===== src/rtl/addsub_sched_pkg.sv =====
// Shared constants and helpers for the add/sub scheduler:
// state encoding, index sizing and the requester-count limit.
package addsub_sched_pkg;

    localparam logic IDLE = 1'b0;
    localparam logic RESP = 1'b1;

    localparam int unsigned NREQ_MAX = 8;

    // Never returns 0, so a 1-bit index survives degenerate sizes.
    function automatic int unsigned clog2(input int unsigned n);
        int unsigned r;
        r = 0;
        while ((32'd1 << r) < n) r++;
        if (r == 0) r = 1;
        return r;
    endfunction

endpackage


===== src/rtl/AddSub.sv =====
// Registered adder/subtractor shared by all requesters: S updates only when
// ClockEn is high, otherwise it holds. Active-high asynchronous reset.
module AddSub #(
    parameter int unsigned width = 8
) (
    input  logic             Clock,
    input  logic             Reset,
    input  logic             ClockEn,
    input  logic             SubEn,
    input  logic [width-1:0] A,
    input  logic [width-1:0] B,
    output logic [width-1:0] S
);

    always_ff @(posedge Clock or posedge Reset) begin
        if (Reset) begin
            S <= '0;
        end else if (ClockEn) begin
            S <= SubEn ? (A + ~B + 1'b1) : (A + B);
        end
    end

endmodule


===== src/rtl/addsub_sched_rr_arbiter.sv =====
// Combinational round-robin arbiter: searches from Last+1 upward, wrapping
// modulo NREQ, and returns a one-hot grant plus its index.
module rr_arbiter
    import addsub_sched_pkg::*;
#(
    parameter  int unsigned NREQ = 4,
    localparam int unsigned IW   = clog2(NREQ)
) (
    input  logic [NREQ-1:0] Req,
    input  logic [IW-1:0]   Last,
    output logic [NREQ-1:0] Grant,
    output logic [IW-1:0]   GrantIdx
);

    logic          found;
    logic [IW-1:0] idx;

    always_comb begin
        Grant    = '0;
        GrantIdx = '0;
        found    = 1'b0;
        idx      = '0;
        for (int unsigned k = 1; k <= NREQ; k++) begin
            idx = IW'((32'(Last) + k) % NREQ);
            if (!found && Req[idx]) begin
                found      = 1'b1;
                Grant[idx] = 1'b1;
                GrantIdx   = idx;
            end
        end
    end

endmodule


===== src/rtl/addsub_sched.sv =====
// Round-robin scheduler sharing one registered AddSub among NREQ requesters,
// with per-requester response handshake and backpressure.
module addsub_sched
    import addsub_sched_pkg::*;
#(
    parameter int unsigned width = 8,
    parameter int unsigned NREQ  = 4
) (
    input  logic                  Clock,
    input  logic                  Reset,
    input  logic [NREQ-1:0]       ReqValid,
    input  logic [NREQ-1:0]       ReqSub,
    input  logic [NREQ*width-1:0] ReqA,
    input  logic [NREQ*width-1:0] ReqB,
    output logic [NREQ-1:0]       ReqReady,
    output logic [NREQ-1:0]       RspValid,
    output logic [width-1:0]      RspData,
    input  logic [NREQ-1:0]       RspReady,
    output logic                  Busy
);

    localparam int unsigned IW = clog2(NREQ);

    if (NREQ < 2 || NREQ > NREQ_MAX) begin : g_bad_nreq
        $error("addsub_sched: NREQ out of range");
    end

    logic             state;
    logic [IW-1:0]    owner;
    logic [IW-1:0]    last;
    logic [NREQ-1:0]  grant;
    logic [IW-1:0]    grant_idx;
    logic             issue_ok;
    logic             issue;
    logic             sub_sel;
    logic [width-1:0] a_sel;
    logic [width-1:0] b_sel;

    rr_arbiter #(
        .NREQ(NREQ)
    ) u_arb (
        .Req     (ReqValid),
        .Last    (last),
        .Grant   (grant),
        .GrantIdx(grant_idx)
    );

    // Gated by Reset so no grant is offered while the block is held in reset.
    always_comb begin
        issue_ok = Reset && ((state == IDLE) || RspReady[owner]);
        issue    = issue_ok && (|ReqValid);
        ReqReady = issue_ok ? grant : '0;
        sub_sel  = ReqSub[grant_idx];
        a_sel    = ReqA[grant_idx*width +: width];
        b_sel    = ReqB[grant_idx*width +: width];
    end

    always_ff @(posedge Clock or negedge Reset) begin
        if (!Reset) begin
            state <= IDLE;
            owner <= '0;
            last  <= IW'(NREQ - 1);
        end else if (issue) begin
            state <= RESP;
            owner <= grant_idx;
            last  <= grant_idx;
        end else if (issue_ok) begin
            state <= IDLE;
        end
    end

    AddSub #(
        .width(width)
    ) u_addsub (
        .Clock  (Clock),
        .Reset  (~Reset),
        .ClockEn(issue),
        .SubEn  (sub_sel),
        .A      (a_sel),
        .B      (b_sel),
        .S      (RspData)
    );

    always_comb begin
        RspValid = (state == RESP) ? (NREQ'(1) << owner) : '0;
        Busy     = (state == RESP);
    end

endmodule


===== config.mk =====
export PLATFORM = sky130hd
export DESIGN_NAME = addsub_sched
export DESIGN_NICKNAME = d
export VERILOG_FILES = /design/src/rtl/addsub_sched_pkg.sv /design/src/rtl/AddSub.sv /design/src/rtl/addsub_sched_rr_arbiter.sv /design/src/rtl/addsub_sched.sv
export SDC_FILE = /design/constraint.sdc
export NUM_CORES = 1
export LEC_CHECK = 0
export CAP_MARGIN = 15
export CORE_ASPECT_RATIO = 0.75
export CORE_MARGIN = 10
export CORE_UTILIZATION = 44
export DETAILED_ROUTE_END_ITERATION = 7
export PLACE_DENSITY = 0.82
export SETUP_SLACK_MARGIN = 0.02
export SLEW_MARGIN = 20
export SYNTH_ARGS = -nofsm -noshare
export SYNTH_HDL_FRONTEND = slang
export SYNTH_SLANG_ARGS = --single-unit

===== constraint.sdc =====
create_clock -name Clock -period 5.87 [get_ports Clock]
set_input_delay 1.4675 -clock Clock [delete_from_list [all_inputs] [get_ports Clock]]
set_output_delay 1.4675 -clock Clock [all_outputs]
set_load 0.01 [all_outputs]

# [Word level (Yosys, flattened, before mapping)]
# Cells that the tools add are included.
[word_totals] wordCells=80 mem_count=0 out_inout_bits=17 latch_bits=0 ff_bits=13 mem_bits_ro=0 ramBits=0
[classes] eq_ne=0 order_cmp=10 shift=3 n_div=0 mul=0 mux=36 bitwise_logic=5 n_reduce_logical=15 add_sub_neg=7
[op_table] op="$shiftx 32x6->8" count=2
[op_table] op="$mux 4" count=6
[op_table] op="$lt 2x3->1 const B" count=6
[op_table] op="$add 8x8->8" count=2
[op_table] op="$mux 1" count=15
[op_table] op="$bmux 1 s2" count=6
[op_table] op="$or 4x4->4" count=3
[op_table] op="$logic_and 1x1->1" count=9
[op_table] op="$add 8x1->8 const B" count=1
[op_table] op="$demux 1 s2" count=4
[op_table] op="$ge 2x1->1 const B" count=4
[op_table] op="$mux 2" count=4
[op_table] op="$mux 8" count=1
[op_table] op="$not 8->8" count=1
[op_table] op="$add 2x1->2 const B" count=2
[op_table] op="$add 2x2->2 const B" count=2
[op_table] op="$reduce_or 4->1" count=1
[op_table] op="$shl 1x2->4 const A" count=1
[op_table] op="$logic_not 1->1" count=3
[op_table] op="$reduce_bool 2->1" count=1
[op_table] op="$logic_or 1x1->1" count=1
[op_table] op="$not 1->1" count=1

# [Logic depth before layout (Yosys ltp)]
# Gate-level depths: netlist of run 1.
[logic_depth] word_depth=18 mapped_depth=24 ltp_nobuf=20

# [Hierarchy]
# From an unflattened synthesis of run 1, not the netlist that was laid out.
[hier_totals] hier_cells=226 hier_area_um2=2209.6
[modules_own_cells] mod="AddSub" cells_per_inst=119 seq_area_each_um2=200.2 n_inst=1 area_each_um2=987.2
[modules_own_cells] mod="addsub_sched" cells_per_inst=48 seq_area_each_um2=127.6 n_inst=1 area_each_um2=732.0
[modules_own_cells] mod="rr_arbiter" cells_per_inst=59 seq_area_each_um2=0.0 n_inst=1 area_each_um2=490.5

# [Least setup slack after synthesis of run 1]
# OpenSTA, ideal clock, no wires.
[synth_timing] kind="input port to flip-flop" start="in ReqValid[1]" end="reg u_addsub.S[7]" required_ps=5736 arrival_time_ps=5069 path_slack_ps=667 setup_ps=134 path_stages=14 cell_sequence="mux4_2 a311oi_1 clkbuf_1 buf_2 clkbuf_1 mux2i_1 a21oi_1 ha_1 or4_1 a21oi_1 nand4b_1 o311ai_2 xnor2_1 o21ai_1"
[synth_between] elab_chain_len=17 word_cells_on_any_way=32 cone_classes="add/sub: 3; shift: 2; mux: 18; bitwise: 1; reduce/logical: 8"
[synth_rtl] element="from (decl)" line_no="addsub_sched.sv:11" source="input logic [NREQ-1:0] ReqValid,"
[synth_rtl] element="$bmux 1 s2" line_no="addsub_sched_rr_arbiter.sv:25" source="if (!found && Req[idx]) begin"
[synth_rtl] element="$mux 1 (implied by the code)" line_no="addsub_sched_rr_arbiter.sv:25"
[synth_rtl] element="$mux 1" line_no="addsub_sched_rr_arbiter.sv:25"
[synth_rtl] element="$logic_not 1->1" line_no="addsub_sched_rr_arbiter.sv:25"
[synth_rtl] element="$logic_and 1x1->1" line_no="addsub_sched_rr_arbiter.sv:25"
[synth_rtl] element="$mux 1" line_no="addsub_sched_rr_arbiter.sv:25"
[synth_rtl] element="$logic_not 1->1" line_no="addsub_sched_rr_arbiter.sv:25"
[synth_rtl] element="$logic_and 1x1->1" line_no="addsub_sched_rr_arbiter.sv:25"
[synth_rtl] element="$mux 1" line_no="addsub_sched_rr_arbiter.sv:25"
[synth_rtl] element="$logic_not 1->1" line_no="addsub_sched_rr_arbiter.sv:25"
[synth_rtl] element="$logic_and 1x1->1" line_no="addsub_sched_rr_arbiter.sv:25"
[synth_rtl] element="$mux 2" line_no="addsub_sched_rr_arbiter.sv:25"
[synth_rtl] element="$shiftx 32x6->8" line_no="addsub_sched.sv:55" source="b_sel = ReqB[grant_idx*width +: width];"
[synth_rtl] element="$not 8->8" line_no="AddSub.sv:19" source="S <= SubEn ? (A + ~B + 1'b1) : (A + B);"
[synth_rtl] element="$add 8x8->8" line_no="AddSub.sv:19"
[synth_rtl] element="$add 8x1->8" line_no="AddSub.sv:19"
[synth_rtl] element="$mux 8" line_no="AddSub.sv:19"
[synth_rtl] element="to (signal assigned)" line_no="AddSub.sv:19"
[synth_rtl] element="to (decl)" line_no="AddSub.sv:12" source="output logic [width-1:0] S"
# Parallel ways exist; a longest one is shown, timed or not. The select of a mux whose other input is x is not followed.
# A chain may end at the register's enable or synchronous reset.

# [Worst setup path after layout of run 1]
[layout_timing] start="in ReqValid[3]" end="out ReqReady[2]"
[layout_between] elab_chain_len=13 word_cells_on_any_way=25 cone_classes="mux: 16; bitwise: 3; reduce/logical: 6"
[layout_rtl] element="$bmux 1 s2" line_no="addsub_sched_rr_arbiter.sv:25"
[layout_rtl] element="$mux 1 (implied by the code)" line_no="addsub_sched_rr_arbiter.sv:25"
[layout_rtl] element="$mux 1" line_no="addsub_sched_rr_arbiter.sv:25"
[layout_rtl] element="$logic_not 1->1" line_no="addsub_sched_rr_arbiter.sv:25"
[layout_rtl] element="$logic_and 1x1->1" line_no="addsub_sched_rr_arbiter.sv:25"
[layout_rtl] element="$mux 1" line_no="addsub_sched_rr_arbiter.sv:25"
[layout_rtl] element="$logic_not 1->1" line_no="addsub_sched_rr_arbiter.sv:25"
[layout_rtl] element="$logic_and 1x1->1" line_no="addsub_sched_rr_arbiter.sv:25"
[layout_rtl] element="$mux 1" line_no="addsub_sched_rr_arbiter.sv:25"
[layout_rtl] element="$logic_not 1->1" line_no="addsub_sched_rr_arbiter.sv:25"
[layout_rtl] element="$logic_and 1x1->1" line_no="addsub_sched_rr_arbiter.sv:25"
[layout_rtl] element="$mux 4 *" line_no="addsub_sched_rr_arbiter.sv:25"
[layout_rtl] element="$mux 4 *" line_no="addsub_sched.sv:52" source="ReqReady = issue_ok ? grant : '0;"
[layout_rtl] element="to (decl)" line_no="addsub_sched.sv:15" source="output logic [NREQ-1:0] ReqReady,"
# Mark *: on every way between the ends. The rest lies on a longest branch, timed or not. The select of a mux whose other input is x is not followed.

==> results of run 1 <==
[state kept, by name (all words and copies together), names as in the netlist]
register and flops:
last 2, owner 2, u_addsub.S 8, Busy 1
[cell usage in the layout, fill, tap and decap left out, types with 2 or more instances in the layout]
| master | instances |
|---|---|
| nor2b_1 | 7 |
| nor3_1 | 3 |
| buf_4 | 10 |
| a21oi_1 | 21 |
| ha_1 | 19 |
| xor2_1 | 4 |
| inv_1 | 20 |
| nor2_1 | 31 |
| a21o_1 | 3 |
| nand3b_1 | 2 |
| o221ai_1 | 2 |
| mux2_2 | 6 |
| o21ai_0 | 14 |
| clkbuf_8 | 3 |
| mux2i_1 | 37 |
| nor4_1 | 2 |
| clkdlybuf4s50_1 | 94 |
| a22oi_1 | 5 |
| dfrtp_1 | 11 |
| xnor2_1 | 7 |
| o21ai_1 | 3 |
| mux4_2 | 4 |
| or4_1 | 2 |
| nand2_1 | 13 |
| a211oi_1 | 8 |
| fa_1 | 2 |
| a221oi_1 | 4 |
| dfstp_2 | 2 |
| a31oi_1 | 2 |
| o31ai_1 | 2 |
| nand2b_1 | 5 |
[worst max-delay path: stages]
cell and delay [ns]:
clkdlybuf4s50_1 0.49, buf_4 0.22, or3b_2 0.47, o32a_1 0.18
o21ai_0 0.39, a221oi_1 0.15, nor2_1 0.12, clkdlybuf4s50_1 0.55
[Yosys cell counts, types with 3 or more instances]
cell type / number / area, µm²
o21ai_0: 14 / 70.1
a21oi_1: 21 / 105
nand2b_1: 5 / 31.3
mux2_2: 6 / 67.6
o21ai_1: 3 / 15.0
dfrtp_1: 11 / 275
inv_1: 20 / 75.1
nand2_1: 13 / 48.8
clkbuf_1: 13 / 48.8
a211oi_1: 8 / 60.1
mux4_2: 4 / 90.1
a22oi_1: 5 / 37.5
a221oi_1: 4 / 35.0
nor2_1: 31 / 116
xnor2_1: 7 / 61.3
nor3_1: 3 / 15.0
ha_1: 19 / 238
nor2b_1: 7 / 43.8
xor2_1: 4 / 35.0
mux2i_1: 37 / 370
a21o_1: 3 / 22.5
buf_2: 4 / 20.0
[final cells by class]
cell class	instances	area [µm²]
sequential	13	328
inverter	20	75.1
tap	72	90.1
multi-input combinational	233	1860
clock buffer	4	45.0
timing repair buffer	105	1040
fill	408	1550
[per-stage QoR]
step                worst slack, ns  utilization, %  hold slack [ns]  instance area [µm²]  std cells
floorplan                     0.667               -            0.516                 2320        284
global placement              0.329            68.1            0.470                 3390        443
detailed placement            0.260            68.1            0.476                 3390        443
CTS                           0.406            69.0            0.488                 3440        447
global route                  0.147            69.0            0.509                 3440        447
finish                        0.374            69.0            0.480                 3440        447
[routing by layer]
layer	part of all wire, %	routed length (µm)	vias to the layer above	GRT usage [%]
met3	15	1090	4	9.41
li1	-	-	1216	-
met1	44	3160	1060	19.6
met4	0.77	55	0	2.00
met2	40	2870	135	22.7
met5	0	0	-	0
[logic make-up (layout without fill, tap and decap cells)]
| logic type | count (synthesis) | count (layout) | synth area share [%] |
|---|---|---|---|
| muxes | 47 | 47 | 22.8 |
| AOI/OAI and AO/OA | 75 | 75 | 22.1 |
| DFF | 13 | 13 | 14.2 |
| xor gates and xnor gates | 11 | 11 | 4.16 |
| and+or+nand+nor | 79 | 79 | 18.3 |
| adders and majority gates | 21 | 21 | 12.0 |
| buffers and inverters | 38 | 129 | 6.54 |
[final timing paths]
path	end	slack [ns]	from
min	u_addsub.S[3]	0.48	u_addsub.S[3]
max in group asynchronous	last[1]	4.10	Reset
max reg2reg	u_addsub.S[6]	1.01	last[0]
min in group asynchronous	u_addsub.S[3]	1.53	Reset
max	ReqReady[2]	0.37	ReqValid[3]
min reg2reg	u_addsub.S[3]	0.48	u_addsub.S[3]
==> flow_summary.ini, run 1 <==
[layout]
drive_above_1_share_pct = 10.1
diodes = 0
area_delta_synth_final_pct = 48.4
fin_nets = 475

[timing]
finalCriticalPeriod_ns = 5.50
period_share_pct = 93.6
finalSetupTns_ns = 0
timing.fmax_mhz = 182
rsz0062_at_grt = no
slew_headroom_pct = 58.2
worst_clock_skew_ns = 0.00193
drv_slew = 0
worst_pin_slew_ns = 0.626
setup_violations = 0
finalHoldViolCount = 0

[clock_tree]
cts_tree = yes
clock-sinks = 13
hold_buffers = 0
clkLatencyLatePin_ns = 0.24
clk_pin_slew_ns = 0.06
numCtsBuffers = 3
root_buffer = clkbuf_8
cts_setup_buffers = 0
h-tree-depth = 1
clockBufferDepth = 2
ctsResizeCount = 0

[status]
status = finished clean

[routing]
wire_per_inst_um = 16.1
drc = 0
vias_per_cell = 5.40
dr_total_vias = 2415
routed_wl_mm = 7.18
drt-initial-drc-count = 112
ant_nets = 0
dr.pass1.iters = 4

[placement]
gp_congestion = 0.885
dp_hpwl_mm = 6.21
port_buffers = 94

[worst_setup_path]
reg2reg_depth = 19
crit_required_ns = 4.40
crit_path_max_fanout = 12
cp-end-kind = output port
crit_arrival_ns = 4.03
cp-start-kind = primary input
crit_type = primary input to output port

[synth]
synthFlopType = dfrtp_1
ys_async_sr_fraction_pct = 100
syn_inst = 284
synthesis.nets = 383
ys_seq_area_share_pct = 14.2
synth.avg_cell_area_um2 = 8.15
synth_edf_count = 0
yosysWarningCount = 0
synth_cell_type_count = 56
syn_area_mm2 = 0.00232
ys_ff_latch = 13

[grt]
grt_overflow = 0
grt_pass1_vias = 2446
antenna_found_initial = 0
grt_pass1_wl_mm = 11.6
grt_usage_pct = 15.6
grt_max_degree = 22

[hold_path]
holdPathStages = 2
min_path_type = flip-flop to flip-flop

[floorplanning]
rows = 22
ios = 95
die_y_um = 82.8
initial_core_util_pct = 46.5
die_area_mm2 = 0.00860
coreArea_mm2 = 0.00498
die_w_um = 104

[flow_run]
drv_cap = 0
Power of run 1 is not shown: default switching activity piles up to over one toggle a cycle in this logic, so the estimate is an artifact.
==> run 2, diff against run 1 <==
--- a/config.mk
+++ b/config.mk
@@ -12,7 +12,7 @@
 export DETAILED_ROUTE_END_ITERATION = 7
-export PLACE_DENSITY = 0.82
+export PLACE_DENSITY = 0.83
 export SETUP_SLACK_MARGIN = 0.02
-export SLEW_MARGIN = 20
 export SYNTH_ARGS = -nofsm -noshare
 export SYNTH_HDL_FRONTEND = slang
+export SYNTH_HIERARCHICAL = 1
 export SYNTH_SLANG_ARGS = --single-unit
--- a/constraint.sdc
+++ b/constraint.sdc
@@ -3,2 +3,2 @@
 set_output_delay 1.4675 -clock Clock [all_outputs]
-set_load 0.01 [all_outputs]
+set_load 0.005 [all_outputs]
==> run 2 against run 1 <==
Routed wire length is 13% lower. Worst setup slack better by 0.18 ns. Worst hold slack improved by 0.036 ns. Via count down 14%. First-iteration DRC count shrank 62%. Critical endpoint is now u_addsub/S[7]. Core utilization shrank 2.9 points. Die area shrank 3.6%. Clock skew about the same. Global-route usage down 0.64 points. Critical path type is now primary input to flip-flop. Largest cell class unchanged. Final cell count down 16%.
==> flow_summary.ini, run 2 <==
[clock_tree]
cts_tree = yes
h-tree-depth = 1
root_buffer = clkbuf_8
clkLatencyLatePin_ns = 0.24
clk_pin_slew_ns = 0.05
hold_buffers = 0
numCtsBuffers = 3
ctsResizeCount = 0
clockBufferDepth = 2
clock-sinks = 13
cts_setup_buffers = 0

[timing]
timing.fmax_mhz = 188
setup_violations = 0
rsz0062_at_grt = no
worst_pin_slew_ns = 0.426
finalSetupTns_ns = 0
worst_clock_skew_ns = 0.00199
slew_headroom_pct = 70.9
drv_slew = 0
finalHoldViolCount = 0
period_share_pct = 90.6
finalCriticalPeriod_ns = 5.32

[floorplanning]
rows = 22
coreArea_mm2 = 0.00487
die_w_um = 102
die_area_mm2 = 0.00829
die_y_um = 81.4
initial_core_util_pct = 45.4
ios = 95

[routing]
drc = 0
dr.pass1.iters = 4
wire_per_inst_um = 16.7
drt-initial-drc-count = 43
ant_nets = 0
vias_per_cell = 5.53
routed_wl_mm = 6.28
dr_total_vias = 2075

[layout]
area_delta_synth_final_pct = 45.6
final_cell_mix = clkdlybuf4s50_1 (94), inv_1 (25), ha_1 (23)
drive_above_1_share_pct = 14.9
fin_nets = 419
final_common_cell = clkdlybuf4s50_1
nFillCells = 392
top_regs = u_addsub/S (8), last (2), owner (2)
diodes = 0
layoutNonFillerInstCount = 375
seqCellArea_um2 = 328
largest-register = u_addsub/S
largest_register_ffs = 8
multi_input_area_mm2 = 0.00170
fin_area_mm2 = 0.00322

[flow_run]
drv_cap = 0

[grt]
grt_overflow = 0
grt_max_degree = 20
grt_pass1_wl_mm = 10.1
grt_usage_pct = 14.9
antenna_found_initial = 0
grt_pass1_vias = 2146

[synth]
yosysWarningCount = 6
synth.most_common_cell = inv_1
yosysTopAreaCell = mux4_2
synth_cell_type_count = 62
synthFlopType = dfrtp_1
ys_async_sr_fraction_pct = 100
synthesis.nets = 329
synth_area_leaders = mux4_2 (19%), ha_1 (13%), dfrtp_1 (12%)
ys_seq_area_share_pct = 14.8
synth_common_cells = inv_1 (25), ha_1 (23), mux4_2 (19), nor2_1 (15), nand2_1 (14)
synth.avg_cell_area_um2 = 9.78
synth_edf_count = 0
syn_area_mm2 = 0.00221
netlist.area_leader.share_pct = 19.4
syn_inst = 226
ys_ff_latch = 13

[worst_setup_path]
crit_arrival_ns = 5.45
crit_type = primary input to flip-flop
crit_path_max_fanout = 19
cp-start-kind = primary input
crit_required_ns = 6.00
cp-end-kind = flip-flop

[pwr]
ir_drop_mv = 0.514
pwr_density_cell_mw_per_mm2 = 770
p_leak_nw = 1.35
power_mw = 2.48

[status]
status = finished clean

[placement]
port_buffers = 94
dp_hpwl_mm = 5.47
place_inst = 371
gp_congestion = 0.914
dpl_cell_area_mm2 = 0.00317

[hold_path]
min_path_type = flip-flop to flip-flop
## run 2: stage by stage
| stage | util, % | setup slack [ns] | hold WS, ns |
|---|---|---|---|
| 5_1_grt | 66.1 | 0.345 | 0.553 |
| 3_5_place_dp | 65.1 | 0.299 | 0.510 |
| 6_report | 66.1 | 0.551 | 0.517 |
| 3_3_place_gp | 65.1 | 0.400 | 0.499 |
| 2_1_floorplan | - | 0.803 | 0.475 |
| 4_1_cts | 66.1 | 0.545 | 0.522 |
## run 2: area by class of cell
cell class	instances	share of cell area, %
clock buffers	4	1.40
inverters	26	3.03
multi-input cells	175	52.7
flip-flops and latches	13	10.2
well taps	60	2.33
repair buffers	97	30.3
## run 2: metal layers
layer  track usage, %  up-vias  share of wire (%)
li1                 -     1024                  -
met1             17.4      951                 42
met2             24.9       91                 45
met3             6.45        9                 12
met4             3.79        0                1.4
met5                0        -                  0
## run 2: critical path, cell delays in order
cell	delay, ns
clkdlybuf4s50_1	0.59
mux4_2	0.65
o21ai_1	0.20
a2bb2oi_2	0.21
buf_12	0.21
mux4_2	0.57
inv_1	0.13
ha_1	0.25
and2b_1	0.17
o2111ai_1	0.20
a21oi_1	0.12
or4_1	0.47
a31o_1	0.22
## run 2: final timing paths
path	slack (ns)	start	end	depth (start not counted)
worst max register to register	1.23	last[0]	u_addsub/S[7]	14
min in group asynchronous	1.48	Reset	owner[1]	1
worst max-delay path	0.55	ReqValid[3]	u_addsub/S[7]	13
worst min-delay path	0.52	u_addsub/S[1]	u_addsub/S[1]	1
worst min register to register	0.52	u_addsub/S[1]	u_addsub/S[1]	1
max in group asynchronous	3.83	Reset	u_addsub/S[0]	3
## run 2: logic make-up (layout without fill, tap and decap cells)
| group | after synthesis | after routing | share of synthesized area [%] |
|---|---|---|---|
| buffers and inverters | 38 | 127 | 8.66 |
| muxes | 28 | 28 | 24.9 |
| xor gates and xnor gates | 2 | 2 | 0.793 |
| AOI/OAI and AO/OA | 61 | 61 | 21.8 |
| and+or+nand+nor | 59 | 59 | 14.2 |
| adders and majority gates | 25 | 25 | 14.8 |
| DFF | 13 | 13 | 14.8 |
## run 2: power by group
group          switching [mW]  total [mW]  internal (mW)
Combinational            1.12        2.19           1.08
Sequential             0.0573       0.206          0.149
Clock                  0.0304      0.0783         0.0479
Power figures use the tool's default switching activity.
==> variant 1 (flow settings as in run 2) <==
`NREQ` is set to 4 in 2 places; all go to 6.
--- a/src/rtl/addsub_sched_rr_arbiter.sv
+++ b/src/rtl/addsub_sched_rr_arbiter.sv
@@ -4,5 +4,5 @@
     import addsub_sched_pkg::*;
 #(
-    parameter  int unsigned NREQ = 4,
+    parameter  int unsigned NREQ = 6,
     localparam int unsigned IW   = clog2(NREQ)
 ) (
--- a/src/rtl/addsub_sched.sv
+++ b/src/rtl/addsub_sched.sv
@@ -5,5 +5,5 @@
 #(
     parameter int unsigned width = 8,
-    parameter int unsigned NREQ  = 4
+    parameter int unsigned NREQ  = 6
 ) (
     input  logic                  Clock,
Ports: changed (7 resized); port bits go from 95 to 137. The function was not compared with the original's and may differ.
==> variant 1 against run 2 <==
Cell area up 85%; non-clock buffer count up 133; sequential cell count up 1; wire length up 140%; worst setup slack worse by 480 ps; area after synthesis up 54%; critical path type unchanged.
Power is not shown: default switching activity piles up to over one toggle a cycle in this logic, so the estimate is an artifact.
==> variant 1: results <==
group,metric,value,unit
status,status,"finished clean",
global_routing,grt_max_degree,21,
synthesis,syn_area_per_cell,8.82,µm²
setup_path,critical_path_arrival,5910,ps
finish,antenna_cells,0,
synthesis,ys.warnings.count,6,
synthesis,seq_area_frac_synth,10.3,%
synthesis,yosysUniqueCellTypes,82,
timing,slew_headroom,59.4,%
global_routing,grt_pass1_wl,22000,µm
routing,vias,4040,
min_path,min_from,"u_addsub/S[6]",
timing,fin_skew,1.76,ps
setup_path,cp_top_family,"compound AO/OA/AOI/OAI gates",
setup_path,regToRegSetupSlack,180,ps
cts,cts_buffers,3,
finish,layout.nets,741,
synthesis,synth_common_cells,"43 x inv_1, 32 x mux2i_1, 25 x ha_1",
timing,whs,491,ps
cts,clk_pin_slew,60,ps
setup_path,reg2regPathDepth,24,
global_routing,grt_usage,23.0,%
setup_path,rr_endpoint,"u_addsub/S[7]",
routing,viasPerCell,5.79,
routing,dr.first_iter.drc_count,337,
routing,wire_per_inst,21.6,µm
finish,drive_above_1_share,35.0,%
synthesis,synth_flop_cell,"dfrtp_1",
cts,cts-resized-gates,44,
routing,dr.pass1.iters,5,
setup_path,cpPeakStageDelay,490,ps
setup_path,critical_path.slowest_cell,"o41a_1",
min_path,min_path_cells,2,
setup_path,path_max_fanout,5,
placed_design,io_buffers,136,
synthesis,syn-num-nets,530,
placed_design,hpwlAfterDp,11300,µm
placed_design,post_dp_cell_area,0.00529,mm²
placed_design,place.gp.congestion,0.967,
placed_design,place_inst,664,
min_path,hold_path.class,"flop to flop",
cts,cts_setup_buffers,17,
cts,clock_latency,240,ps
synthesis,synth_area_leaders,"mux4_2 12%, mux2i_1 9.4%, ha_1 9.2%, dfrtp_1 8.8%, inv_1 4.7%",
global_routing,first_global_vias,4212,
cts,cts_max_path_buffers,2,
synthesis,synthArstFlopShare,100,%
finish,top_regs,"u_addsub/S (8), owner (3), last (2)",
min_path,holdPathEnd,"u_addsub/S[6]",
==> variant 1: worst max path at each step <==
| stage | to | slack [ps] | from |
|---|---|---|---|
| after CTS | ReqReady[4] | 20 | ReqValid[5] |
| after floorplan | u_addsub/S[7] | 80 | ReqValid[2] |
| after detailed placement | u_addsub/S[7] | -350 | ReqValid[2] |
| final | u_addsub/S[7] | 70 | ReqValid[2] |
| after global placement | u_addsub/S[6] | -250 | ReqValid[2] |
| after global routing | u_addsub/S[7] | -20 | ReqValid[2] |
==> variant 1: final cells by class <==
cell class                      instances  area, µm²
Multi-Input combinational cell        301       3040
Fill cell                             460       1490
Tap cell                              101        126
Timing Repair Buffer                  230       2190
Clock buffer                            4       55.1
Sequential cell                        14        353
Inverter                               48        183
==> variant 1: logic make-up after synthesis <==
group           after synthesis  share of synthesized area [%]
simple gates                106                           19.2
compound gates              100                           22.5
buf+inv                      72                           9.57
mux                          62                           26.1
fa+ha+maj                    27                           10.3
flops                        14                           10.3
xor+xnor                      6                           1.98
==> variant 1: stage by stage <==
stage               setup slack, ps  util [%]
floorplan                      80.7         -
global route                  -23.2      79.9
global placement               -249      71.2
finish                         68.3      79.9
detailed placement             -348      71.2
CTS                            16.2      76.7
==> variant 1: routing by layer <==
| layer | routed length [µm] | vias to the layer above | track usage [%] |
|---|---|---|---|
| met5 | 0 | - | 0 |
| met4 | 256 | 0 | 3.17 |
| met3 | 1530 | 20 | 5.79 |
| met2 | 7460 | 245 | 40.2 |
| met1 | 5860 | 1909 | 28.7 |
| li1 | - | 1866 | - |
==> variant 1: worst min-delay path: stages, from the launching register on <==
cell     delay (ps)
dfrtp_1         350
nand2_1          50
o31ai_1          50
==> variant 2 (config.mk and constraints of run 2) <==
Made on the original files. Reset style: synchronous (`Reset`), changed in 2 clocked blocks. Comments in the files are not updated.
--- a/src/rtl/AddSub.sv
+++ b/src/rtl/AddSub.sv
@@ -13,5 +13,5 @@
 );
 
-    always_ff @(posedge Clock or posedge Reset) begin
+    always_ff @(posedge Clock) begin
         if (Reset) begin
             S <= '0;
--- a/src/rtl/addsub_sched.sv
+++ b/src/rtl/addsub_sched.sv
@@ -56,5 +56,5 @@
     end
 
-    always_ff @(posedge Clock or negedge Reset) begin
+    always_ff @(posedge Clock) begin
         if (!Reset) begin
             state <= IDLE;
Behaviour: differs if Reset is asserted again (counterexample within 4 cycles, from zero or initial values and one cycle with Reset low); with Reset held inactive, the same outputs for 10 cycles.
==> variant 2 against run 2 <==
Cell area is 0.27% higher; final cell count is 3.2% higher; register-to-register slack worse by 180 ps; largest power group unchanged; count of clock-buffer cells in the layout is 1 lower; total power is 8.6% lower; area after synthesis is 1.7% higher; via count is 7.9% higher; worst setup slack worse by 130 ps; largest cell class unchanged; wire length is 5.7% higher; die area is 1.3% higher; sequential cell count stayed put.
==> variant 2: results <==
group,metric,value,unit
setup_path,r2r-start,"last[0]",
power_and_ir_drop,switchingPower,1.12,mW
finish,fillers,396,
finish,area_growth,43.6,%
finish,instances_no_fill,387,
setup_path,regToRegSetupSlack,1050,ps
min_path,min_path_cells,2,
power_and_ir_drop,vdd_drop_max,0.000489,V
timing,slew_headroom,56.5,%
setup_path,critical_path_arrival,5570,ps
status,status,"finished clean",
global_routing,grt_pass1_wl,10500,µm
setup_path,path_max_fanout,17,
global_routing,grt_max_degree,21,
setup_path,rr_endpoint,"u_addsub/S[5]",
routing,dr.first_iter.drc_count,139,
power_and_ir_drop,power.total,2.27,mW
synthesis,synth_common_cells,"23 x ha_1, 19 x mux4_2, 19 x nand2_1",
min_path,min_from,"u_addsub/S[0]",
timing,whs,478,ps
synthesis,yosysUniqueCellTypes,64,
power_and_ir_drop,power_frac_comb,89.0,%
synthesis,synth_flop_cell,"dfxtp_1",
global_routing,first_global_vias,2256,
power_and_ir_drop,seqPwrFrac,7.5,%
synthesis,synthArstFlopShare,0,%
placed_design,hpwlAfterDp,5710,µm
synthesis,syn-num-nets,344,
placed_design,post_dp_cell_area,0.00318,mm²
placed_design,place_ws,172,ps
power_and_ir_drop,cellLeakagePower,1.28,nW
routing,wire_per_inst,17.1,µm
global_routing,grt_usage,15.3,%
-- variant 2: per-layer routing --
| layer | vias to the layer above | GRT usage [%] | wire length [µm] |
|---|---|---|---|
| met5 | - | 0 | 0 |
| met1 | 1036 | 18.2 | 2770 |
| met3 | 10 | 5.45 | 757 |
| met4 | 0 | 3.51 | 65 |
| met2 | 110 | 26.1 | 3040 |
| li1 | 1082 | - | - |
-- variant 2: how the worst max path moves through the flow --
stage                         end  cells past startpoint
finish              u_addsub/S[5]                     14
detailed placement  u_addsub/S[5]                     14
CTS                 u_addsub/S[5]                     14
floorplan           u_addsub/S[5]                     13
global placement    u_addsub/S[5]                     13
global route        u_addsub/S[5]                     14
-- variant 2: logic make-up (layout without fill, tap and decap cells) --
| family | Yosys count | in the layout | synth area share, % |
|---|---|---|---|
| AO/OA/AOI/OAI | 66 | 66 | 24.0 |
| XOR/XNOR | 4 | 4 | 1.56 |
| adder cells (fa/ha/maj) | 25 | 25 | 14.6 |
| buffers and inverters | 33 | 119 | 8.52 |
| flip-flops | 13 | 13 | 11.6 |
| multiplexers | 23 | 23 | 21.2 |
| AND/OR/NAND/NOR | 77 | 77 | 18.5 |
-- variant 2: area by class of cell --
type,instances,share of cell area (%)
well taps,60,2.33
repair buffers,97,30.2
clock buffers,3,1.28
clock inverters,1,0.155
multi-input cells,195,55.8
inverters,18,2.09
flip-flops and latches,13,8.07
-- variant 2: critical path: cells and delay by family --
| kind | cells | cell delay [ps] |
|---|---|---|
| AOI/OAI and AO/OA | 5 | 1060 |
| adders and majority gates | 1 | 240 |
| buffers and inverters | 4 | 1030 |
| muxes | 2 | 1200 |
| and+or+nand+nor | 2 | 550 |
